[src/rtl/instr_encoder_if.sv]
// Descriptor-in / machine-word-out handshake bundle for instr_encoder.
interface instr_encoder_if;
  logic        in_valid;
  logic        in_ready;
  logic [2:0]  in_class;
  logic [3:0]  in_cond;
  logic [1:0]  in_alu_op;
  logic        in_s;
  logic [3:0]  in_rd;
  logic [3:0]  in_rn;
  logic [3:0]  in_rm;
  logic [3:0]  in_rs;
  logic        in_use_imm;
  logic [31:0] in_imm;
  logic        in_load;
  logic        in_fp_half;
  logic        in_fp_mul;
  logic        out_valid;
  logic        out_ready;
  logic [31:0] out_instr;

  // Producer of descriptors and consumer of encoded words
  modport master (
    output in_valid, in_class, in_cond, in_alu_op, in_s, in_rd, in_rn, in_rm,
           in_rs, in_use_imm, in_imm, in_load, in_fp_half, in_fp_mul, out_ready,
    input  in_ready, out_valid, out_instr
  );

  // The encoder itself
  modport slave (
    input  in_valid, in_class, in_cond, in_alu_op, in_s, in_rd, in_rn, in_rm,
           in_rs, in_use_imm, in_imm, in_load, in_fp_half, in_fp_mul, out_ready,
    output in_ready, out_valid, out_instr
  );
endinterface

[src/rtl/instr_encoder.sv]
// Instruction encoder: turns a decoded operation descriptor into the 32-bit
// machine word, range-checks it, and buffers accepted words in a small FIFO.
// Optional macro ENC_IMM_ROT_EN adds a SEARCH state that finds a rotation
// for DP immediates wider than 8 bits.
module instr_encoder #(
  parameter int unsigned FIFO_DEPTH = 4,
  parameter int unsigned ERR_CNT_W  = 8
) (
  input  logic                 clk,
  input  logic                 reset,
  instr_encoder_if.slave       bus,
  output logic                 err_pulse,
  output logic [ERR_CNT_W-1:0] err_count,
  output logic                 busy
);

  localparam int unsigned PTR_W = (FIFO_DEPTH > 1) ? $clog2(FIFO_DEPTH) : 1;
  localparam int unsigned CNT_W = PTR_W + 1;

  localparam logic [2:0] C_DP = 3'd0, C_MEM = 3'd1, C_BR = 3'd2, C_MUL = 3'd3,
                         C_UMULL = 3'd4, C_SMULL = 3'd5, C_FP = 3'd6;

  typedef struct packed {
    logic [2:0]  cls;
    logic [3:0]  cond;
    logic [1:0]  alu_op;
    logic        s;
    logic [3:0]  rd;
    logic [3:0]  rn;
    logic [3:0]  rm;
    logic [3:0]  rs;
    logic        use_imm;
    logic [31:0] imm;
    logic        load;
    logic        fp_half;
    logic        fp_mul;
  } desc_t;

  typedef enum logic [1:0] {
    S_IDLE   = 2'd0,
    S_ENCODE = 2'd1,
    S_PUSH   = 2'd2
`ifdef ENC_IMM_ROT_EN
    , S_SEARCH = 2'd3
`endif
  } state_t;

  state_t      state;
  desc_t       d_q;
  logic [31:0] word_q;
  logic [31:0] word_c;
  logic        err_c;
  logic        search_c;
  logic [3:0]  cmd_c;
  logic [3:0]  mul_op_c;

  logic [31:0]      mem [FIFO_DEPTH];
  logic [PTR_W-1:0] wr_ptr, rd_ptr, rd_next_c;
  logic [CNT_W-1:0] count, cnt_after_pop_c, cnt_next_c;
  logic             pop_c, push_c, full_c;

`ifdef ENC_IMM_ROT_EN
  logic [3:0]  rot_q;
  logic [4:0]  shamt_c;
  logic [31:0] rot_val_c;
  logic        match_c;

  // Left-rotate the immediate by 2*rot; a fit means the value is below 256
  always_comb begin
    shamt_c   = {rot_q, 1'b0};
    rot_val_c = (d_q.imm << shamt_c) | (d_q.imm >> (6'd32 - {1'b0, shamt_c}));
    match_c   = (rot_val_c[31:8] == 24'd0);
  end
`endif

  // Word assembly and range checks for the registered descriptor
  always_comb begin
    word_c   = '0;
    err_c    = 1'b0;
    search_c = 1'b0;
    cmd_c    = 4'b0100;
    mul_op_c = 4'b0000;
    case (d_q.alu_op)
      2'd0:    cmd_c = 4'b0100;
      2'd1:    cmd_c = 4'b0010;
      2'd2:    cmd_c = 4'b0000;
      default: cmd_c = 4'b1100;
    endcase
    case (d_q.cls)
      C_UMULL: mul_op_c = 4'b0100;
      C_SMULL: mul_op_c = 4'b0110;
      default: mul_op_c = 4'b0000;
    endcase
    case (d_q.cls)
      C_DP: begin
        word_c = {d_q.cond, 2'b00, d_q.use_imm, cmd_c, d_q.s, d_q.rn, d_q.rd, 12'd0};
        if (!d_q.use_imm) begin
          word_c[3:0] = d_q.rm;
        end else if (d_q.imm <= 32'd255) begin
          word_c[7:0] = d_q.imm[7:0];
        end else begin
`ifdef ENC_IMM_ROT_EN
          search_c = 1'b1;
`else
          err_c = 1'b1;
`endif
        end
      end
      C_MEM: begin
        word_c = {d_q.cond, 2'b01, 1'b0, 1'b1, 1'b1, 2'b00, d_q.load, d_q.rn, d_q.rd,
                  d_q.imm[11:0]};
        err_c  = (d_q.imm > 32'd4095);
      end
      C_BR: begin
        word_c = {d_q.cond, 4'b1010, d_q.imm[25:2]};
        err_c  = (d_q.imm[1:0] != 2'b00) || (d_q.imm[31:25] != {7{d_q.imm[25]}});
      end
      C_MUL, C_UMULL, C_SMULL: begin
        word_c = {d_q.cond, 3'b000, mul_op_c, d_q.s, d_q.rd,
                  (d_q.cls == C_MUL) ? 4'd0 : d_q.rn, d_q.rs, 4'b1001, d_q.rm};
        err_c  = (d_q.cls != C_MUL) && (d_q.rd == d_q.rn);
      end
      C_FP: begin
        word_c = {d_q.fp_mul ? 4'hF : 4'h0, 3'b000, d_q.fp_half ? 4'hF : 4'h0, 1'b0,
                  d_q.rn, d_q.rd, 5'b11111, 3'b000, d_q.rm};
      end
      default: err_c = 1'b1;
    endcase
  end

  // FIFO handshake terms
  always_comb begin
    pop_c           = bus.out_valid & bus.out_ready;
    full_c          = (count == CNT_W'(FIFO_DEPTH));
    push_c          = (state == S_PUSH) && (!full_c || pop_c);
    cnt_after_pop_c = count - CNT_W'(pop_c);
    cnt_next_c      = cnt_after_pop_c + CNT_W'(push_c);
    rd_next_c       = rd_ptr + PTR_W'(pop_c);
  end

  // Control FSM with registered handshake and status outputs
  always_ff @(posedge clk) begin
    if (reset) begin
      state        <= S_IDLE;
      d_q          <= '0;
      word_q       <= '0;
      bus.in_ready <= 1'b0;
      busy         <= 1'b0;
      err_pulse    <= 1'b0;
      err_count    <= '0;
`ifdef ENC_IMM_ROT_EN
      rot_q        <= '0;
`endif
    end else begin
      err_pulse <= 1'b0;
      case (state)
        S_IDLE: begin
          if (bus.in_valid && bus.in_ready) begin
            d_q <= '{cls: bus.in_class, cond: bus.in_cond, alu_op: bus.in_alu_op,
                     s: bus.in_s, rd: bus.in_rd, rn: bus.in_rn, rm: bus.in_rm,
                     rs: bus.in_rs, use_imm: bus.in_use_imm, imm: bus.in_imm,
                     load: bus.in_load, fp_half: bus.in_fp_half, fp_mul: bus.in_fp_mul};
            state        <= S_ENCODE;
            bus.in_ready <= 1'b0;
            busy         <= 1'b1;
          end else begin
            bus.in_ready <= 1'b1;
          end
        end
        S_ENCODE: begin
          word_q <= word_c;
          if (err_c) begin
            state        <= S_IDLE;
            bus.in_ready <= 1'b1;
            busy         <= 1'b0;
            err_pulse    <= 1'b1;
            if (err_count != '1) err_count <= err_count + ERR_CNT_W'(1);
          end else if (search_c) begin
`ifdef ENC_IMM_ROT_EN
            state <= S_SEARCH;
            rot_q <= '0;
`endif
          end else begin
            state <= S_PUSH;
          end
        end
`ifdef ENC_IMM_ROT_EN
        S_SEARCH: begin
          if (match_c) begin
            word_q[11:0] <= {rot_q, rot_val_c[7:0]};
            state        <= S_PUSH;
          end else if (rot_q == 4'd15) begin
            state        <= S_IDLE;
            bus.in_ready <= 1'b1;
            busy         <= 1'b0;
            err_pulse    <= 1'b1;
            if (err_count != '1) err_count <= err_count + ERR_CNT_W'(1);
          end else begin
            rot_q <= rot_q + 4'd1;
          end
        end
`endif
        S_PUSH: begin
          if (push_c) begin
            state        <= S_IDLE;
            bus.in_ready <= 1'b1;
            busy         <= 1'b0;
          end
        end
        default: state <= S_IDLE;
      endcase
    end
  end

  // FIFO storage
  always_ff @(posedge clk) begin
    if (push_c) mem[wr_ptr] <= word_q;
  end

  // FIFO pointers and registered head; head holds while the FIFO is empty
  always_ff @(posedge clk) begin
    if (reset) begin
      wr_ptr        <= '0;
      rd_ptr        <= '0;
      count         <= '0;
      bus.out_valid <= 1'b0;
      bus.out_instr <= '0;
    end else begin
      if (push_c) wr_ptr <= wr_ptr + PTR_W'(1);
      rd_ptr        <= rd_next_c;
      count         <= cnt_next_c;
      bus.out_valid <= (cnt_next_c != '0);
      if (cnt_after_pop_c != '0) begin
        bus.out_instr <= mem[rd_next_c];
      end else if (push_c) begin
        bus.out_instr <= word_q;
      end
    end
  end

endmodule

[src/flat_wrapper.sv]
// flat-port wrapper written by rule: the top's interface ports become plain ports
module instr_encoder_flat 
#(
  parameter int unsigned FIFO_DEPTH = 4,
  parameter int unsigned ERR_CNT_W  = 8
)
  (clk, reset, err_pulse, err_count, busy, bus_in_valid, bus_in_class, bus_in_cond, bus_in_alu_op, bus_in_s, bus_in_rd, bus_in_rn, bus_in_rm, bus_in_rs, bus_in_use_imm, bus_in_imm, bus_in_load, bus_in_fp_half, bus_in_fp_mul, bus_out_ready, bus_in_ready, bus_out_valid, bus_out_instr);
  instr_encoder_if bus_i ();
  input  logic clk;
  input  logic reset;
  output logic err_pulse;
  output logic [ERR_CNT_W-1:0] err_count;
  output logic busy;
  input wire logic [$bits(bus_i.in_valid)-1:0] bus_in_valid;
  input wire logic [$bits(bus_i.in_class)-1:0] bus_in_class;
  input wire logic [$bits(bus_i.in_cond)-1:0] bus_in_cond;
  input wire logic [$bits(bus_i.in_alu_op)-1:0] bus_in_alu_op;
  input wire logic [$bits(bus_i.in_s)-1:0] bus_in_s;
  input wire logic [$bits(bus_i.in_rd)-1:0] bus_in_rd;
  input wire logic [$bits(bus_i.in_rn)-1:0] bus_in_rn;
  input wire logic [$bits(bus_i.in_rm)-1:0] bus_in_rm;
  input wire logic [$bits(bus_i.in_rs)-1:0] bus_in_rs;
  input wire logic [$bits(bus_i.in_use_imm)-1:0] bus_in_use_imm;
  input wire logic [$bits(bus_i.in_imm)-1:0] bus_in_imm;
  input wire logic [$bits(bus_i.in_load)-1:0] bus_in_load;
  input wire logic [$bits(bus_i.in_fp_half)-1:0] bus_in_fp_half;
  input wire logic [$bits(bus_i.in_fp_mul)-1:0] bus_in_fp_mul;
  input wire logic [$bits(bus_i.out_ready)-1:0] bus_out_ready;
  output wire logic [$bits(bus_i.in_ready)-1:0] bus_in_ready;
  output wire logic [$bits(bus_i.out_valid)-1:0] bus_out_valid;
  output wire logic [$bits(bus_i.out_instr)-1:0] bus_out_instr;
  assign bus_i.in_valid = bus_in_valid;
  assign bus_i.in_class = bus_in_class;
  assign bus_i.in_cond = bus_in_cond;
  assign bus_i.in_alu_op = bus_in_alu_op;
  assign bus_i.in_s = bus_in_s;
  assign bus_i.in_rd = bus_in_rd;
  assign bus_i.in_rn = bus_in_rn;
  assign bus_i.in_rm = bus_in_rm;
  assign bus_i.in_rs = bus_in_rs;
  assign bus_i.in_use_imm = bus_in_use_imm;
  assign bus_i.in_imm = bus_in_imm;
  assign bus_i.in_load = bus_in_load;
  assign bus_i.in_fp_half = bus_in_fp_half;
  assign bus_i.in_fp_mul = bus_in_fp_mul;
  assign bus_i.out_ready = bus_out_ready;
  assign bus_in_ready = bus_i.in_ready;
  assign bus_out_valid = bus_i.out_valid;
  assign bus_out_instr = bus_i.out_instr;
  instr_encoder #(.FIFO_DEPTH(FIFO_DEPTH), .ERR_CNT_W(ERR_CNT_W)) u_core (.clk(clk), .reset(reset), .bus(bus_i), .err_pulse(err_pulse), .err_count(err_count), .busy(busy));
endmodule
[config.mk]
export PLATFORM = sky130hd
export DESIGN_NAME = instr_encoder_flat
export DESIGN_NICKNAME = d
export VERILOG_FILES = /design/src/rtl/instr_encoder_if.sv /design/src/rtl/instr_encoder.sv /design/src/flat_wrapper.sv
export SDC_FILE = /design/constraint.sdc
export NUM_CORES = 1
export LEC_CHECK = 0
export BUFFER_PORTS_ARGS = -buffer_cell sky130_fd_sc_hd__buf_2
export CAP_MARGIN = 20
export CORE_UTILIZATION = 55
export CTS_CLUSTER_SIZE = 10
export DETAILED_ROUTE_END_ITERATION = 16
export HOLD_SLACK_MARGIN = 0.15
export PLACE_DENSITY = 0.75
export SYNTH_ARGS = -nofsm -noshare
export SYNTH_HDL_FRONTEND = slang
export SYNTH_SLANG_ARGS = --single-unit
[constraint.sdc]
create_clock -name clk -period 2.9 [get_ports clk]
set_clock_uncertainty 0.2 [all_clocks]
set_input_delay 0.29 -clock clk [delete_from_list [all_inputs] [get_ports clk]]
set_output_delay 0.29 -clock clk [all_outputs]
set_load 0.005 [all_outputs]
==> metrics.cfg, run 1 <==
[cells_and_area]
fin_util_pct=70.06
drive_above_1_share_pct=17.56
diodes=0
stdcell_count=1484
fin_area_um2=13810
multi_input_area_um2=4099
fill_cells=1384
regArea_um2=6787
finalNetCount=1281
syn2layout_area_growth_pct=22.96

[synthesis]
synth_area_leaders=edfxtp_1 34%, dfxtp_1 26%, nand2_1 7.4%
synth-edff-count=128
synth_fp_nets=1099
ys_async_sr_fraction_pct=0
syn_inst=1017
yosysUniqueCellTypes=48
ys.flop_type=dfxtp_1
avgSynthCellArea_um2=11.05
yosysTopAreaCell=edfxtp_1
synthMostInstantiatedCell=nand2_1
ys_top_cells_by_count=221 x nand2_1, 147 x dfxtp_1, 128 x edfxtp_1
ys_ff_latch=275
synth_warnings=0
ys_seq_area_share_pct=60.41
synth_top_area_share_pct=34.21
syn_area_um2=11230

[critical_path]
worst_setup_path_end_kind=register
worst_path_max_delay_cell=dlygate4sd3_1
path_max_fanout=62
arrival_ns=2.80
crit_required_ns=3.17
start_kind=register
max_stage_delay_ns=0.59
path_delay_family=buffers and inverters
crit_buf_inv=3
path_class=register to register
cp_cell_sequence=inv_1 -> ha_1 -> and3_2 -> buf_4 -> nand2_1 -> a21oi_1 -> dlygate4sd3_1

[status]
status=finished clean

[placement]
routabilityCongestion=0.9227
hpwl_um=15790
placed_cells=1342
io_buffers=109
placed_area_um2=12060

[cts]
cts_tree=yes
clk_pin_slew_ns=0.05
numClockSinks=275
cts.repair.resized=0
clk_path_buf_depth=3
htree_num_levels=1
insertion_delay_ns=0.54
cts_buffers=31
cts_root_buffer=clkbuf_16

[floorplan]
start_util_pct=56.98
top_level_ports=110
dieArea_um2=21000
coreArea_um2=19720
rows=51
fp.dieW_um=144.9
die_h_um=144.9

[route]
initialDrtViolationCount=629
vias=8389
drc=0
finalWirelength_um=27190
firstDrtPassIters=6
wl_per_cell_um=18.32
via_per_inst=5.653
antenna_left=0

[global_route]
grt.overflow.total=0
first_global_vias=8130
grt_first_pass_wirelength_um=42860
grt_max_degree=72
antenna_found_initial=0
grt_usage_pct=25.66

[sta]
finalCriticalPeriod_ns=2.533
max_freq_ghz=0.3948
setup-violations-final=0
relSlewSlack_pct=49.41
rsz0062_at_grt=false
fin_crit_sh_pct=87.33
fin_setup_tns_ns=0
hold_viol=0
worstMarginPinSlew_ns=0.7588
slew_violations=0

[pwr]
p_per_area_nw_per_um2=728.1
peakVddDrop_mv=0.4284
p_leak_nw=5.053
power_mw=10.06

[run]
maxCapViolations=0

[min_path]
hold_class=input port to register

worst register-to-register path, cell delays in order, from the launching register on:
cell	delay, ns
dfxtp_1	0.33
inv_1	0.11
ha_1	0.22
and3_2	0.19
buf_4	0.47
nand2_1	0.21
a21oi_1	0.17
dlygate4sd3_1	0.59
state kept, by name, indices dropped and copies added, names as in the netlist, 2 cells and up:
register              count
u_core.mem              128
u_core.d_q               62
u_core.bus.out_instr     32
u_core.word_q            32
u_core.err_count          8
u_core.count              3
u_core.rd_ptr             2
u_core.state              2
u_core.wr_ptr             2
cell usage in the layout (no fill, tap or decap), types with 3 or more instances in the layout:
cell and count:
or3_1 4, nand2_1 221, o21ai_0 21, dlygate4sd3_1 89, mux2_2 8, edfxtp_1 128
buf_4 20, nand3_1 7, o21ai_1 9, nor3_1 6, clkbuf_1 21, ha_1 14
mux4_2 32, a311oi_1 33, inv_1 17, dfxtp_1 147, a211oi_1 12, a222oi_1 4
nor2b_1 14, a221oi_1 4, buf_12 4, nor4_1 6, nor2_1 92, mux2i_1 22
buf_2 108, o221ai_1 5, and2_1 5, a21oi_1 83, xnor2_1 3, nand4_1 5
o211ai_1 7, clkbuf_16 31, xor2_1 5, nand2b_1 6
timing repair:
| item | CTS | global route |
|---|---|---|
| setup buffers | 0 | 0 |
| hold endpoints to repair | 86 | 0 |
| hold buffers | 89 | 0 |
where the power goes:
group	switching, mW	internal (mW)
clock network	1.41	2.00
registers	0.237	4.37
logic	1.08	0.963
total	2.73	7.33
kinds of logic after synthesis:
kind of cell | after synthesis | share of synthesized area [%]
AOI/OAI and AO/OA | 188 | 10.69
xor gates and xnor gates | 9 | 0.7017
adders and majority gates | 16 | 1.782
buffers and inverters | 90 | 3.285
DFF | 275 | 60.41
muxes | 62 | 9.177
and+or+nand+nor | 377 | 13.95
worst paths after layout:
kind | startpoint | end | slack [ns] | cells past startpoint
min | bus_out_ready | u_core.state[0] | 0.22 | 6
max | u_core.state[0] | u_core.d_q[33] | 0.37 | 7
min reg2reg | u_core.d_q[23] | u_core.d_q[23] | 0.27 | 2
max reg2reg | u_core.state[0] | u_core.d_q[33] | 0.37 | 7
final cells by class:
type                            count  area share (%)
Tap cell                          265           2.400
Inverter                           18          0.4891
Sequential cell                   275           49.13
Timing Repair Buffer              221           12.03
Multi-Input combinational cell    652           29.67
Clock buffer                       53           6.286
layer usage:
metal / global-route usage, % / vias to the layer above / part of all wire, %
li1: - / 4009 / -
met1: 34.41 / 4036 / 43
met2: 43.80 / 290 / 49
met3: 2.956 / 54 / 5.2
met4: 7.713 / 0 / 2.7
met5: 0 / - / 0
through the flow:
stage,hold slack [ns],setup WS [ns]
2_1_floorplan,0.2260,0.4284
3_3_place_gp,0.2462,0.4929
3_5_place_dp,0.2544,0.4200
4_1_cts,0.2065,0.4251
5_1_grt,0.2842,0.1952
6_report,0.2172,0.3673
(Power assumes the default switching activity.)
==> inputs of run 2 (changes only) <==
--- a/config.mk
+++ b/config.mk
@@ -7,6 +7,7 @@
 export LEC_CHECK = 0
 export BUFFER_PORTS_ARGS = -buffer_cell sky130_fd_sc_hd__buf_2
 export CAP_MARGIN = 20
+export CORE_ASPECT_RATIO = 0.8
 export CORE_UTILIZATION = 55
 export CTS_CLUSTER_SIZE = 10
 export DETAILED_ROUTE_END_ITERATION = 16
==> run 2 against run 1 <==
Net effect: power fell by 0.26%; sequential power barely moved; register-to-register slack got worse by 0.21 ns; global-route usage fell by 0.43 points; worst hold slack improved by 0.0016 ns; final cell count fell by 1.2%; fmax fell by 7.7%; critical path depth rose by 1.
==> metrics.cfg, run 2 (synthesis results as in run 1) <==
[pwr]
p_per_area_nw_per_um2=733.7  ; was 728.1 nW/um^2
p_leak_nw=4.955  ; was 5.053 nW
p_sw_share_pct=27.12  ; about the same
seqPwrFrac_pct=46.0  ; was 45.8%
power_mw=10.03  ; was 10.06 mW
intPower_mw=7.312  ; was 7.331 mW
peakVddDrop_mv=0.6304  ; was 0.4284 mV
combPwrFrac_pct=20.3  ; about the same
clock_power_share_pct=33.7  ; was 33.9%
p_sw_mw=2.721  ; was 2.728 mW

[cells_and_area]
fill_cells=1444  ; was 1384
diodes=0  ; unchanged
fin_util_pct=68.67  ; was 70.06%
final_cell_mix=221 x nand2_1, 146 x dfxtp_1, 128 x edfxtp_1, 108 x buf_2, 92 x nor2_1  ; was 221 x nand2_1, 147 x dfxtp_1, 128 x edfxtp_1, 108 x buf_2, 92 x nor2_1
reg_top3=u_core.mem: 128 flops, u_core.d_q: 62 flops  ; unchanged
largest_register_ff_count=128  ; unchanged
multi_input_area_um2=4105  ; was 4099 um^2
fin_area_um2=13670  ; was 13810 um^2
top_register=u_core.mem  ; unchanged
finalNetCount=1265  ; was 1281
regArea_um2=6788  ; was 6787 um^2
final_common_cell=nand2_1  ; unchanged
drive_above_1_share_pct=18.05  ; was 17.56%
syn2layout_area_growth_pct=21.72  ; was 22.96%

[sta]
slew_violations=0  ; unchanged
setup_slack_ns=0.1564  ; was 0.3673 ns
hold_viol=0  ; unchanged
max_freq_ghz=0.3645  ; was 0.3948 GHz
finalCriticalPeriod_ns=2.744  ; was 2.533 ns
relSlewSlack_pct=55.05  ; was 49.41%
fin_setup_tns_ns=0  ; unchanged
rsz0062_at_grt=false  ; unchanged
setup-violations-final=0  ; unchanged
fin_crit_sh_pct=94.61  ; was 87.33%
worstMarginPinSlew_ns=0.6743  ; was 0.7588 ns

[floorplan]
die_h_um=129.8  ; was 144.9 um
start_util_pct=56.41  ; was 56.98%
rows=46  ; was 51
fp.dieW_um=161.8  ; was 144.9 um
dieArea_um2=21010  ; was 21000 um^2
top_level_ports=110  ; unchanged
coreArea_um2=19910  ; was 19720 um^2

[global_route]
grt_util_met1_pct=36.17  ; was 34.41%
first_global_vias=7891  ; was 8130
met3_usage_pct=3.179  ; was 2.956%
use_met2_pct=40.97  ; was 43.80%
grt_busiest_layer=met2  ; unchanged
grt.overflow.total=0  ; unchanged
grt_usage_pct=25.23  ; was 25.66%
antenna_found_initial=0  ; unchanged
grt_first_pass_wirelength_um=41370  ; was 42860 um
grt_max_degree=65  ; was 72

[cts]
insertion_delay_ns=0.54  ; about the same
numClockSinks=275  ; unchanged
clk_pin_slew_ns=0.06  ; was 0.05 ns
post_cts_buffers=0  ; unchanged
cts_buffers=31  ; unchanged
cts_root_buffer=clkbuf_16  ; unchanged
cts_tree=yes  ; unchanged
htree_num_levels=1  ; unchanged
clk_path_buf_depth=3  ; unchanged

[critical_path]
r2r-start=u_core.d_q[24]  ; was u_core.state[0]
worst_setup_path_end_kind=register  ; unchanged
crit_required_ns=3.13  ; was 3.17 ns
critPathLaunch=u_core.d_q[24]  ; was u_core.state[0]
rrSetupSlack_ns=0.16  ; was 0.37 ns
max_stage_delay_ns=0.59  ; about the same
path_class=register to register  ; unchanged
reg2regPathDepth=8  ; was 7
path_max_fanout=5  ; was 62
start_kind=register  ; unchanged
crit_buf_inv=1  ; was 3
cp_cell_sequence=nor4_1 -> nand2_1 -> o21ai_1 -> nand4_2 -> nor2_1 -> o31a_1 -> nor3_1 -> dlygate4sd3_1  ; was inv_1 -> ha_1 -> and3_2 -> buf_4 -> nand2_1 -> a21oi_1 -> dlygate4sd3_1
arrival_ns=2.97  ; was 2.80 ns
path_delay_family=simple AND/OR/NAND/NOR gates  ; was buffers and inverters
cp_num_cells=8  ; was 7
worst_path_max_delay_cell=dlygate4sd3_1  ; unchanged
timing.rr.end=u_core.bus.in_ready  ; was u_core.d_q[33]
endpoint=u_core.bus.in_ready  ; was u_core.d_q[33]

[min_path]
min_path_cells=6  ; unchanged
hold_class=input port to register  ; unchanged

[route]
wl_per_cell_um=17.96  ; was 18.32 um
antenna_left=0  ; unchanged
finalWirelength_um=26330  ; was 27190 um
initialDrtViolationCount=725  ; was 629
via_per_inst=5.672  ; was 5.653
firstDrtPassIters=5  ; was 6
drc=0  ; unchanged
vias=8315  ; was 8389

[placement]
routabilityCongestion=0.9064  ; was 0.9227
hpwl_um=15790  ; about the same
dp_slack_ns=0.3774  ; was 0.4200 ns
io_buffers=109  ; unchanged
placed_area_um2=12070  ; was 12060 um^2

[run]
maxCapViolations=0  ; unchanged

[status]
status=finished clean  ; unchanged

[run 2: what timing repair did]
item,in CTS,in global routing
hold buffers,73,0
hold endpoints to repair,88,0
gates resized for setup,0,2
endpoints found under the setup margin,0,1
[run 2: worst min-delay path: stages]
cell and delay (ns):
buf_2 0.07, nand2_1 0.06, nand3_1 0.12, nor2_1 0.09, o22a_1 0.20, nor2_1 0.08
[run 2: area by class of cell]
class                   count  area share [%]
inverters                  18          0.4941
repair buffers            205           11.07
clock inverters             2         0.09150
multi-input cells         652           30.02
well taps                 264           2.416
clock buffers              50           6.268
flip-flops and latches    275           49.64
[run 2: power groups by stage]
stage	clock (mW)	sequential [mW]	combinational [mW]
2_1_floorplan	0	4.62	1.38
3_3_place_gp	0	4.67	1.88
3_5_place_dp	0	4.69	1.94
4_1_cts	3.45	4.61	2.03
5_1_grt	3.61	4.65	2.25
6_report	3.38	4.61	2.04
[run 2: layer usage]
metal  wire [um]  up-vias
li1            -     3986
met1       11910     3983
met2       12130      305
met3        1777       41
met4         524        0
met5           0        -
[run 2: per-stage QoR]
stage	hold WS [ns]	std cells
2_1_floorplan	0.2260	1017
3_3_place_gp	0.2442	1341
3_5_place_dp	0.2563	1341
4_1_cts	0.2000	1466
5_1_grt	0.2883	1466
6_report	0.2188	1466
[run 2: worst min-delay path by stage]
stage          slack (ns)            from              end
2_1_floorplan        0.23   bus_in_fp_mul    u_core.d_q[0]
3_3_place_gp         0.24  u_core.d_q[57]   u_core.d_q[57]
3_5_place_dp         0.26  u_core.d_q[57]   u_core.d_q[57]
4_1_cts              0.20   bus_out_ready  u_core.state[0]
5_1_grt              0.29   bus_out_ready  u_core.state[0]
6_report             0.22   bus_out_ready  u_core.state[0]
==> inputs of run 3 (changes only) <==
--- a/config.mk
+++ b/config.mk
@@ -12,7 +12,7 @@
 export CTS_CLUSTER_SIZE = 10
 export DETAILED_ROUTE_END_ITERATION = 16
 export HOLD_SLACK_MARGIN = 0.15
-export PLACE_DENSITY = 0.75
+export PLACE_DENSITY = 0.76
 export SYNTH_ARGS = -nofsm -noshare
 export SYNTH_HDL_FRONTEND = slang
 export SYNTH_SLANG_ARGS = --single-unit
==> run 3 against run 2 <==
Net effect: die area unchanged; clock-buffer cell count grew 1; critical path depth down 1; clock power rose by 1%; wire length rose by 1.6%; register-to-register slack improved by 0.11 ns; fmax grew 4.1%; critical endpoint is now u_core.d_q[6]; largest cell class unchanged.
==> metrics.cfg, run 3 (synthesis results as in run 1) <==
[status]
status=finished clean  ; unchanged

[route]
antenna_left=0  ; unchanged
vias=8410  ; was 8315
finalWirelength_um=26750  ; was 26330 um
via_per_inst=5.706  ; was 5.672
drc=0  ; unchanged
firstDrtPassIters=6  ; was 5
initialDrtViolationCount=824  ; was 725
wl_per_cell_um=18.15  ; was 17.96 um

[pwr]
power_mw=10.10  ; was 10.03 mW
p_sw_share_pct=27.39  ; was 27.12%
p_per_area_nw_per_um2=733.7  ; about the same
intPower_mw=7.331  ; was 7.312 mW
combPwrFrac_pct=20.4  ; was 20.3%
clock_power_share_pct=33.9  ; was 33.7%
p_sw_mw=2.766  ; was 2.721 mW
peakVddDrop_mv=0.5584  ; was 0.6304 mV
p_leak_nw=5.012  ; was 4.955 nW
seqPwrFrac_pct=45.7  ; was 46.0%

[cells_and_area]
regArea_um2=6787  ; was 6788 um^2
multi_input_area_um2=4099  ; was 4105 um^2
top_register=u_core.mem  ; unchanged
reg_top3=u_core.mem: 128 flops, u_core.d_q: 62 flops  ; unchanged
syn2layout_area_growth_pct=22.50  ; was 21.72%
drive_above_1_share_pct=18.02  ; was 18.05%
fin_util_pct=69.11  ; was 68.67%
finalNetCount=1272  ; was 1265
final_common_cell=nand2_1  ; unchanged
diodes=0  ; unchanged
fill_cells=1437  ; was 1444
fin_area_um2=13760  ; was 13670 um^2
stdcell_count=1474  ; was 1466
final_cell_mix=221 x nand2_1, 147 x dfxtp_1, 128 x edfxtp_1, 108 x buf_2, 92 x nor2_1  ; was 221 x nand2_1, 146 x dfxtp_1, 128 x edfxtp_1, 108 x buf_2, 92 x nor2_1
largest_register_ff_count=128  ; unchanged

[sta]
rsz0062_at_grt=false  ; unchanged
setup-violations-final=0  ; unchanged
hold_viol=0  ; unchanged
fin_crit_sh_pct=90.88  ; was 94.61%
max_freq_ghz=0.3794  ; was 0.3645 GHz
fin_setup_tns_ns=0  ; unchanged
slew_violations=0  ; unchanged
relSlewSlack_pct=53.66  ; was 55.05%
worstMarginPinSlew_ns=0.6951  ; was 0.6743 ns
finalCriticalPeriod_ns=2.636  ; was 2.744 ns

[placement]
placed_cells=1343  ; was 1341
io_buffers=109  ; unchanged
routabilityCongestion=0.9234  ; was 0.9064
hpwl_um=15970  ; was 15790 um
placed_area_um2=12110  ; was 12070 um^2

[critical_path]
start_kind=register  ; unchanged
arrival_ns=2.91  ; was 2.97 ns
worst_setup_path_end_kind=register  ; unchanged
path_class=register to register  ; unchanged
r2r-start=u_core.state[0]  ; was u_core.d_q[24]
reg2regPathDepth=7  ; was 8
path_max_fanout=37  ; was 5
timing.rr.end=u_core.d_q[6]  ; was u_core.bus.in_ready
crit_required_ns=3.18  ; was 3.13 ns
rrSetupSlack_ns=0.26  ; was 0.16 ns

[floorplan]
start_util_pct=56.41  ; unchanged
dieArea_um2=21010  ; unchanged
rows=46  ; unchanged
fp.dieW_um=161.8  ; unchanged
coreArea_um2=19910  ; unchanged
top_level_ports=110  ; unchanged
die_h_um=129.8  ; unchanged

[cts]
insertion_delay_ns=0.54  ; about the same
cts_tree=yes  ; unchanged
clk_pin_slew_ns=0.06  ; about the same
htree_num_levels=1  ; unchanged
numClockSinks=275  ; unchanged
clk_path_buf_depth=3  ; unchanged
cts_buffers=31  ; unchanged
cts_root_buffer=clkbuf_16  ; unchanged
post_cts_buffers=0  ; unchanged

[global_route]
grt_usage_pct=26.31  ; was 25.23%
antenna_found_initial=0  ; unchanged
grt.overflow.total=0  ; unchanged
grt_max_degree=65  ; unchanged
grt_first_pass_wirelength_um=43260  ; was 41370 um
first_global_vias=8256  ; was 7891

[min_path]
min_from=bus_out_ready  ; unchanged
min_path_cells=6  ; unchanged
hold_class=input port to register  ; unchanged
holdPathEnd=u_core.state[0]  ; unchanged

[run]
maxCapViolations=0  ; unchanged

[run 3: per-layer routing]
metal / up-vias / wire [um] / GRT usage, %
met2: 368 / 11920 / 42.36
met1: 3990 / 11990 / 37.51
met4: 0 / 771 / 7.880
li1: 4003 / - / -
met5: - / 0 / 0
met3: 49 / 2066 / 3.560
[run 3: power groups by stage]
stage               logic [mW]  clock network, mW  registers (mW)
floorplan                 1.38                  0            4.62
global placement          1.91                  0            4.67
global route              2.31               3.62            4.65
CTS                       2.06               3.46            4.61
finish                    2.06               3.43            4.61
detailed placement        1.96                  0            4.69
[run 3: timing repair]
item	CTS	global route
resized for setup	0	0
hold endpoints to repair	96	0
hold buffers	78	0
[run 3: metrics by stage]
step / setup WS [ns] / hold WS (ns)
after floorplan: 0.4284 / 0.2260
after global placement: 0.4698 / 0.2453
after detailed placement: 0.4036 / 0.2480
after CTS: 0.3299 / 0.2271
after global routing: 0.09275 / 0.2553
final: 0.2644 / 0.2295
[run 3: layout make-up]
type | count | area share (%)
Clock buffer | 51 | 6.255
Clock inverter | 2 | 0.1000
Inverter | 18 | 0.4910
Multi-Input combinational cell | 652 | 29.78
Sequential cell | 275 | 49.31
Tap cell | 264 | 2.400
Timing Repair Buffer | 212 | 11.66
[run 3: critical path, stage by stage (launching register included)]
cell           delay [ns]
dfxtp_1              0.33
inv_1                0.11
ha_1                 0.22
and3_2               0.66
buf_12               0.23
nand2_1              0.06
a21oi_1              0.14
dlygate4sd3_1        0.59
[run 3: worst max-delay path by stage]
stage                           to       startpoint  cells after the start  slack, ns
6_report             u_core.d_q[6]  u_core.state[0]                      7       0.26
5_1_grt             u_core.d_q[11]  u_core.state[0]                      7       0.09
4_1_cts             u_core.d_q[11]  u_core.state[0]                      7       0.33
3_5_place_dp   u_core.err_count[1]   u_core.d_q[29]                      7       0.40
3_3_place_gp   u_core.err_count[1]   u_core.d_q[29]                      7       0.47
2_1_floorplan     u_core.mem[1][0]  u_core.state[0]                      6       0.43
